[config.mk]
export PLATFORM = sky130hd
export DESIGN_NAME = xbar_slave_arbiter
export DESIGN_NICKNAME = d
export VERILOG_FILES = /design/src/rtl/xbar_pkg.sv /design/src/rtl/xbar_rr_picker.sv /design/src/rtl/xbar_slave_arbiter.sv
export SDC_FILE = /design/constraint.sdc
export NUM_CORES = 1
export LEC_CHECK = 0
export CORE_UTILIZATION = 38
export CTS_BUF_LIST = sky130_fd_sc_hd__clkbuf_8 sky130_fd_sc_hd__clkbuf_16
export CTS_CLUSTER_DIAMETER = 200
export DETAILED_ROUTE_END_ITERATION = 10
export GPL_TIMING_DRIVEN = 0
export PLACE_DENSITY = 0.82
export SYNTH_ARGS = -nofsm -noshare
export SYNTH_HDL_FRONTEND = slang
export SYNTH_SLANG_ARGS = --single-unit
[constraint.sdc]
create_clock -name iClk -period 2.88 [get_ports iClk]
set_input_delay 0.576 -clock iClk [delete_from_list [all_inputs] [get_ports iClk]]
set_output_delay 0.576 -clock iClk [all_outputs]
set_load 0.02 [all_outputs]
[src/rtl/xbar_pkg.sv]
// Shared types and widths for the crossbar slave-port arbiter.
package xbar_pkg;

  localparam int XBAR_DATA_W = 32;

  typedef enum logic [2:0] {
    ARB_IDLE = 3'b001,
    ARB_REQ  = 3'b010,
    ARB_RESP = 3'b100
  } arb_state_t;

endpackage

[src/rtl/xbar_rr_picker.sv]
// Combinational wrap-around priority search: lowest eligible index at or above i_prio wins.
module xbar_rr_picker #(
  parameter int pMasters = 4,
  parameter int pGrantW  = $clog2(pMasters)
) (
  input  logic [pMasters-1:0] i_eligible,
  input  logic [pGrantW-1:0]  i_prio,
  output logic                o_hit,
  output logic [pGrantW-1:0]  o_index
);

  int w_pos;

  // Scan from the farthest offset down so the nearest eligible master is the last writer.
  always_comb begin
    o_hit   = 1'b0;
    o_index = '0;
    w_pos   = 0;
    for (int k = pMasters - 1; k >= 0; k--) begin
      w_pos = int'(i_prio) + k;
      if (w_pos >= pMasters) w_pos = w_pos - pMasters;
      if (i_eligible[w_pos]) begin
        o_hit   = 1'b1;
        o_index = w_pos[pGrantW-1:0];
      end
    end
  end

endmodule

[src/rtl/xbar_slave_arbiter.sv]
// Round-robin arbiter sharing one crossbar slave port between pMasters requesters.
// Optional ARB_REQ abort timer is enabled with `define XBAR_ARB_TIMEOUT_EN.
module xbar_slave_arbiter
  import xbar_pkg::*;
#(
  parameter int pMasters = 4,
  parameter int pGrantW  = $clog2(pMasters),
  parameter int pTimeout = 64
) (
  input  logic                            iClk,
  input  logic                            iRst,
  input  logic [pMasters-1:0]             master_req,
  input  logic [pMasters-1:0]             master_cmd,
  input  logic [pMasters*XBAR_DATA_W-1:0] master_wdata,
  output logic [pMasters-1:0]             master_ack,
  output logic [XBAR_DATA_W-1:0]          master_rdata,
  output logic [pMasters-1:0]             master_err,
  output logic                            slave_req,
  output logic                            slave_cmd,
  output logic [XBAR_DATA_W-1:0]          slave_wdata,
  input  logic                            slave_ack,
  input  logic [XBAR_DATA_W-1:0]          slave_rdata,
  output logic [pGrantW-1:0]              arb_grant,
  output logic                            arb_busy,
  output arb_state_t                      dbg_state
);

  // Handshake: a master holds req with stable cmd/wdata until its one-cycle ack (or err)
  // pulse; toward the slave, req/cmd/wdata are held until slave_ack is seen.
  arb_state_t              r_state;
  logic [pGrantW-1:0]      r_prio;
  logic [pMasters-1:0]     r_mask;
  logic [pGrantW-1:0]      r_grant;
  logic [pMasters-1:0]     r_ack;
  logic [XBAR_DATA_W-1:0]  r_rdata;
  logic                    r_sreq;
  logic                    r_scmd;
  logic [XBAR_DATA_W-1:0]  r_swdata;
  logic                    r_busy;

  logic [pMasters-1:0]     w_eligible;
  logic                    w_hit;
  logic [pGrantW-1:0]      w_index;
  logic [pMasters-1:0]     w_grant_oh;
  logic [pGrantW-1:0]      w_next_prio;

  assign w_eligible  = master_req & ~r_mask;
  assign w_grant_oh  = pMasters'(1) << r_grant;
  assign w_next_prio = (r_grant == pGrantW'(pMasters - 1)) ? '0 : r_grant + 1'b1;

  xbar_rr_picker #(
    .pMasters (pMasters),
    .pGrantW  (pGrantW)
  ) u_picker (
    .i_eligible (w_eligible),
    .i_prio     (r_prio),
    .o_hit      (w_hit),
    .o_index    (w_index)
  );

`ifdef XBAR_ARB_TIMEOUT_EN
  localparam int CNT_W = $clog2(pTimeout + 1);
  logic [CNT_W-1:0]    r_cnt;
  logic [pMasters-1:0] r_err;
  assign master_err = r_err;
`else
  assign master_err = '0;
`endif

  always_ff @(posedge iClk or posedge iRst) begin
    if (iRst) begin
      r_state  <= ARB_IDLE;
      r_prio   <= '0;
      r_mask   <= '0;
      r_grant  <= '0;
      r_ack    <= '0;
      r_rdata  <= '0;
      r_sreq   <= 1'b0;
      r_scmd   <= 1'b0;
      r_swdata <= '0;
      r_busy   <= 1'b0;
`ifdef XBAR_ARB_TIMEOUT_EN
      r_cnt    <= '0;
      r_err    <= '0;
`endif
    end else begin
      r_ack <= '0;
`ifdef XBAR_ARB_TIMEOUT_EN
      r_err <= '0;
`endif
      case (r_state)
        ARB_IDLE: begin
          // The served master is blocked for exactly this one IDLE cycle.
          r_mask <= '0;
          if (w_hit) begin
            r_grant  <= w_index;
            r_sreq   <= 1'b1;
            r_scmd   <= master_cmd[w_index];
            r_swdata <= master_wdata[w_index*XBAR_DATA_W +: XBAR_DATA_W];
            r_busy   <= 1'b1;
            r_state  <= ARB_REQ;
`ifdef XBAR_ARB_TIMEOUT_EN
            r_cnt    <= '0;
`endif
          end
        end
        ARB_REQ: begin
          if (slave_ack) begin
            r_sreq  <= 1'b0;
            r_state <= ARB_RESP;
          end
`ifdef XBAR_ARB_TIMEOUT_EN
          else if (r_cnt == CNT_W'(pTimeout - 1)) begin
            r_sreq  <= 1'b0;
            r_err   <= w_grant_oh;
            r_prio  <= w_next_prio;
            r_mask  <= w_grant_oh;
            r_busy  <= 1'b0;
            r_state <= ARB_IDLE;
          end else begin
            r_cnt <= r_cnt + 1'b1;
          end
`endif
        end
        ARB_RESP: begin
          r_rdata <= slave_rdata;
          r_ack   <= w_grant_oh;
          r_prio  <= w_next_prio;
          r_mask  <= w_grant_oh;
          r_busy  <= 1'b0;
          r_state <= ARB_IDLE;
        end
        default: begin
          r_sreq  <= 1'b0;
          r_busy  <= 1'b0;
          r_state <= ARB_IDLE;
        end
      endcase
    end
  end

  assign master_ack   = r_ack;
  assign master_rdata = r_rdata;
  assign slave_req    = r_sreq;
  assign slave_cmd    = r_scmd;
  assign slave_wdata  = r_swdata;
  assign arb_grant    = r_grant;
  assign arb_busy     = r_busy;
  assign dbg_state    = r_state;

endmodule
==> results of run 1 <==
## layout by cell type, fill, tap and decap left out, types with 2 or more instances in the layout
cell,synthesis,final
conb_1,1,4
o221ai_1,26,26
nor2_1,22,22
a21oi_1,22,22
and3_1,30,30
clkbuf_16,0,9
o21ai_2,3,3
buf_2,14,14
buf_4,5,5
inv_1,3,3
clkdlybuf4s50_1,0,246
dfrtp_1,81,81
ha_1,4,4
o21ai_0,3,3
buf_6,4,4
a2111o_1,15,15
nand2_1,4,4
mux2_4,16,16
nor3b_1,3,3
nand2b_4,2,2
bufinv_16,0,2
o221ai_2,10,10
clkbuf_8,0,2
nand2b_1,2,2
clkbuf_1,7,7
nor2b_1,3,3
o21a_1,5,5
and2_1,21,21
mux2_2,35,35
a21o_1,5,5
## through the flow
step | power, mW | setup TNS [ns] | utilization | hold WS, ns | area [sq um]
after global routing | 7.69 | 0 | 0.668 | 0.499 | 7300
after global placement | 5.91 | -93.18 | 0.635 | 0.453 | 6940
after detailed placement | 6.05 | 0 | 0.638 | 0.468 | 6970
after floorplan | 4.29 | 0 | - | 0.440 | 4310
final | 7.26 | 0 | 0.668 | 0.482 | 7300
after CTS | 7.33 | 0 | 0.668 | 0.481 | 7300
## sequential cells by signal (all words and copies together), names as in the netlist
name	count
master_rdata	32
slave_wdata	32
master_ack	4
r_mask	4
dbg_state	3
arb_grant	2
r_prio	2
arb_busy	1
slave_cmd	1
slave_req	1
## path summary, 6_finish.rpt
check                               from          endpoint  slack [ns]  cells after the start
setup / recovery           master_req[2]   slave_wdata[30]        0.46                      7
hold / removal                 r_mask[1]         r_mask[1]        0.48                      1
setup reg to reg            dbg_state[0]   slave_wdata[31]        0.72                      6
hold reg to reg                r_mask[1]         r_mask[1]        0.48                      1
max in group asynchronous           iRst      dbg_state[0]        1.61                      3
min in group asynchronous           iRst  master_rdata[26]        0.62                      2
## cell type report
type | count | area (sq um)
inverters | 3 | 13.8
clock buffers | 11 | 253
clock inverters | 5 | 77.6
flip-flops and latches | 82 | 2050
well taps | 140 | 175
repair buffers | 247 | 2490
multi-input cells | 246 | 2060
fillers | 852 | 3630
plain buffers | 30 | 179
## where the power goes
part	total, mW	switching (mW)	internal (mW)
Combinational	4.02	2.00	2.02
Sequential	1.99	0.312	1.68
Clock	1.25	0.450	0.804
Total	7.26	2.76	4.50
## metal layers
| metal | part of all wire | global-route usage | routed length, um |
|---|---|---|---|
| met5 | 0 | 0 | 0 |
| met4 | 0.010 | 0.0608 | 140 |
| met3 | 0.083 | 0.0542 | 1140 |
| met2 | 0.53 | 0.435 | 7280 |
| met1 | 0.37 | 0.257 | 5130 |
## synth_stat cells (all sizes together)
cell type,instances,area (sq um)
nand4,1,6.26
dfrtp,81,2030
nor2,22,82.6
or2,1,6.26
or4b,1,10.0
nand3b,1,7.51
or3b,1,8.76
a21boi,1,7.51
conb,1,3.75
o21bai,1,7.51
mux2,51,634
o22ai,1,12.5
nand2b,5,48.8
a2111o,15,169
o21ai,6,41.3
ha,4,50.1
o21a,5,37.5
a21oi,23,119
nand2,4,15.0
a21o,5,37.5
clkbuf,7,26.3
inv,3,11.3
and2,21,131
nor2b,3,18.8
nor3b,3,22.5
and3,30,188
dfstp,1,26.3
buf,23,153
and3b,1,8.76
o221ai,36,378
## logic make-up (layout without fill, tap and decap cells)
kind of cell,Yosys count,count (layout),synth area share
other,1,4,0.000873
multiplexers,51,51,0.148
flip-flops,82,82,0.478
AND/OR/NAND/NOR,94,94,0.129
AO/OA/AOI/OAI,93,93,0.188
buffers and inverters,33,296,0.0443
adder cells (fa/ha/maj),4,4,0.0117
==> out/metrics.yaml, run 1 <==
worst_setup_path:
  crit_family: "buffers and inverters"
  critical_path_class: "in -> reg"
  cpMaxStageDelayCell: "clkdlybuf4s50_1"
  path_common_cell: "mux2_4"
  crit_fanout: 10
  endpoint_kind: "flip-flop"
  cp_data_required_time_ns: 3.08
  cp.arrival_ns: 2.62
  cp_cell_sequence: "clkdlybuf4s50_1 > nand2b_4 > mux2_4 > o21ai_2 > buf_6 > mux2_4 > a2111o_1"
  path_buf_inv: 2
  cpPeakStageDelay_ns: 0.53
  start_kind: "input port"
global_routing:
  grt_max_degree: 50
  grt_pass1_vias: 4224
  grt_pass1_wl_um: 20800
  gr-usage-all-layers: 0.230
  overflow: 0
  antenna_found_initial: 0
clocking:
  clk_pin_slew_ns: 0.06
  htreeDepth: 3
  cts_max_path_buffers: 2
  cts_resized: 0
  tritoncts: "done"
  root_buffer: "clkbuf_16"
  insertion_delay_ns: 0.33
  numClockSinks: 82
  cts_hold_buf: 0
  numCtsBuffers: 9
  cts_setup_buffers: 0
logic_synthesis:
  yosysWarnings: 0
  synth_cell_type_count: 38
  synth_area_sq_um: 4300
  postSynthAreaPerCell_sq_um: 12.0
  synth_seq_cells: 82
  ys_seq_area_frac: 0.478
  syn_inst: 358
timing:
  tightestPinTransition_ns: 0.551
  timing.fmax_ghz: 0.414
  relSlewSlack: 0.633
  finalMaxSlewViolations: 0
  fin_crit_ns: 2.42
  hold_viol_final: 0
  fin_crit_sh: 0.839
  fin_ws_ns: 0.464
  finClkSkew_ns: 0.00811
  setup_viol: 0
  rsz0062_at_grt: "no"
layout:
  layout.cells.non_filler: 764
  layout.nets: 794
  syn_to_final_growth_pct: 70.1
  layout-drive-gt1-share: 0.179
  antenna_cells: 0
outcome:
  status: "finished clean"
route:
  vias: 3966
  wl_per_cell_um: 17.9
  dr.pass1.iters: 4
  via_per_inst: 5.19
  drtIter0Drc: 292
  drtAntennaViolNets: 0
  drc: 0
  routed_wl_um: 13700
place:
  dp_cells: 748
  io_buffer_count: 246
  hpwl_um: 10600
  pre_cts_slack_ns: 0.147
  gp_congestion: 0.835
floorplan:
  initial_core_util: 0.393
  die_w_um: 108
  die_area_sq_um: 11700
  io-pin-count: 251
  fp.dieH_um: 108
  placementRows: 38
  coreArea_sq_um: 10900
run:
  max-cap-violations: 0
min_path:
  holdCritPathClass: "reg -> reg"
pwr:
  p_leak_nw: 3.22
  ir_worst_vdd_uv: 618
  power_density_nw_per_um2: 994
No activity file was read; power rests on OpenSTA's default activity.
==> run 2: changes to the inputs <==
Clock period 2.88 ns to 2.35 ns, I/O delays scaled along.
==> out/metrics.yaml, run 2 (synthesized netlist as in run 1, its figures left out) <==
pwr:
  power_density_nw_per_um2: 1210  # was 994 nW/um^2
  p_leak_nw: 3.22  # about the same
  ir_worst_vdd_uv: 659  # was 618 uV
floorplan:
  coreArea_sq_um: 10900  # unchanged
  fp.dieH_um: 108  # unchanged
  io-pin-count: 251  # unchanged
  die_area_sq_um: 11700  # unchanged
  die_w_um: 108  # unchanged
  placementRows: 38  # unchanged
  initial_core_util: 0.393  # unchanged
route:
  vias: 3981  # was 3,966
  via_per_inst: 5.21  # was 5.19
  routed_wl_um: 13600  # was 13,700 um
  wl_per_cell_um: 17.8  # was 17.9 um
  drtAntennaViolNets: 0  # unchanged
  drtIter0Drc: 203  # was 292
  dr.pass1.iters: 4  # unchanged
  drc: 0  # unchanged
worst_setup_path:
  endpoint_kind: "flip-flop"  # unchanged
  cp.arrival_ns: 2.50  # was 2.62 ns
  r2r-start: "dbg_state[0]"  # unchanged
  cp_data_required_time_ns: 2.56  # was 3.08 ns
  cp_cell_sequence: "clkdlybuf4s50_1 > nand2b_4 > mux2_4 > o21ai_2 > buf_6 > mux2_4 > a2111o_1"  # unchanged
  path_common_cell: "mux2_4"  # unchanged
  path_buf_inv: 2  # unchanged
  critical_path_class: "in -> reg"  # unchanged
  cp-startpoint: "master_req[2]"  # unchanged
  crit_family: "buffers and inverters"  # unchanged
  cpMaxStageDelayCell: "clkdlybuf4s50_1"  # unchanged
  cpPeakStageDelay_ns: 0.53  # about the same
  start_kind: "input port"  # unchanged
  crit_fanout: 10  # unchanged
timing:
  finalMaxSlewViolations: 0  # unchanged
  rsz0062_at_grt: "no"  # unchanged
  fin_crit_sh: 0.978
  setup_viol: 0  # unchanged
  timing.fmax_ghz: 0.435
  finClkSkew_ns: 0.00609  # was 0.00811 ns
  tightestPinTransition_ns: 0.551  # about the same
  relSlewSlack: 0.632  # was 0.633
  fin_crit_ns: 2.30
  hold_viol_final: 0  # unchanged
  whs_ns: 0.466  # was 0.482 ns
layout:
  fin_util: 0.668  # about the same
  layout-drive-gt1-share: 0.183  # was 0.179
  most-common-layout-cells: "246 x clkdlybuf4s50_1, 81 x dfrtp_1, 35 x mux2_2"  # unchanged
  antenna_cells: 0  # unchanged
  multi_input_area_sq_um: 2060  # unchanged
  final_common_cell: "clkdlybuf4s50_1"  # unchanged
  final_area_sq_um: 7310  # was 7300 sq um
  layout.nets: 795  # was 794
  layout.cells.non_filler: 764  # unchanged
  syn_to_final_growth_pct: 70.2  # was 70.1%
  seq_area_sq_um: 2050  # unchanged
  nFillCells: 901  # was 852
clocking:
  cts_max_path_buffers: 2  # unchanged
  clk_pin_slew_ns: 0.06  # about the same
  insertion_delay_ns: 0.33  # about the same
  cts_resized: 0  # unchanged
  tritoncts: "done"  # unchanged
  numClockSinks: 82  # unchanged
  cts_hold_buf: 0  # unchanged
  numCtsBuffers: 9  # unchanged
  htreeDepth: 3  # unchanged
  cts_setup_buffers: 0  # unchanged
  root_buffer: "clkbuf_16"  # unchanged
place:
  place_area_sq_um: 6990  # was 6970 sq um
  io_buffer_count: 246  # unchanged
  dp_cells: 749  # was 748
  gp_congestion: 0.832  # was 0.835
  hpwl_um: 10600  # about the same
global_routing:
  grt_max_degree: 35  # was 50
  antenna_found_initial: 0  # unchanged
  grt_pass1_wl_um: 21000  # was 20,800 um
  overflow: 0  # unchanged
  grt_pass1_vias: 4368  # was 4,224
  gr-usage-all-layers: 0.231  # was 0.230
run:
  max-cap-violations: 0  # unchanged
outcome:
  status: "finished clean"  # unchanged
min_path:
  hp-start: "r_mask[1]"  # unchanged
  holdCritPathClass: "reg -> reg"  # unchanged
-- run 2: worst paths after layout --
check                      slack, ns         endpoint  depth (start not counted)
max                             0.05  slave_wdata[30]                          7
min                             0.47        r_mask[1]                          1
max reg2reg                     0.19   slave_wdata[0]                          6
min reg2reg                     0.47        r_mask[1]                          1
max in group asynchronous       1.23     dbg_state[0]                          3
min in group asynchronous       0.52  master_rdata[1]                          2
-- run 2: power breakdown --
| group | internal [mW] | switching [mW] | total [mW] |
|---|---|---|---|
| clock | 0.952 | 0.549 | 1.50 |
| sequential | 2.06 | 0.384 | 2.44 |
| combinational | 2.48 | 2.44 | 4.93 |
| total | 5.49 | 3.37 | 8.87 |
-- run 2: area by class of cell --
cell class | instances | area share
multi-input cells | 246 | 0.282
repair buffers | 248 | 0.342
flip-flops and latches | 82 | 0.281
clock inverters | 5 | 0.0108
plain buffers | 30 | 0.0250
inverters | 3 | 0.00205
well taps | 140 | 0.0240
clock buffers | 10 | 0.0327
-- run 2: per-stage QoR --
stage	worst slack (ns)	TNS (ns)	total power, mW
2_1_floorplan	0.386	0	5.26
3_3_place_gp	-0.244	-6.53	7.25
3_5_place_dp	-0.291	-7.49	7.41
4_1_cts	0.0465	0	8.95
5_1_grt	0.00607	0	9.41
6_report	0.0516	0	8.87
-- run 2: per-layer routing --
metal | wire length (um) | GRT usage
met1 | 5310 | 0.266
met2 | 7040 | 0.422
met3 | 1040 | 0.0597
met4 | 235 | 0.0627
met5 | 0 | 0
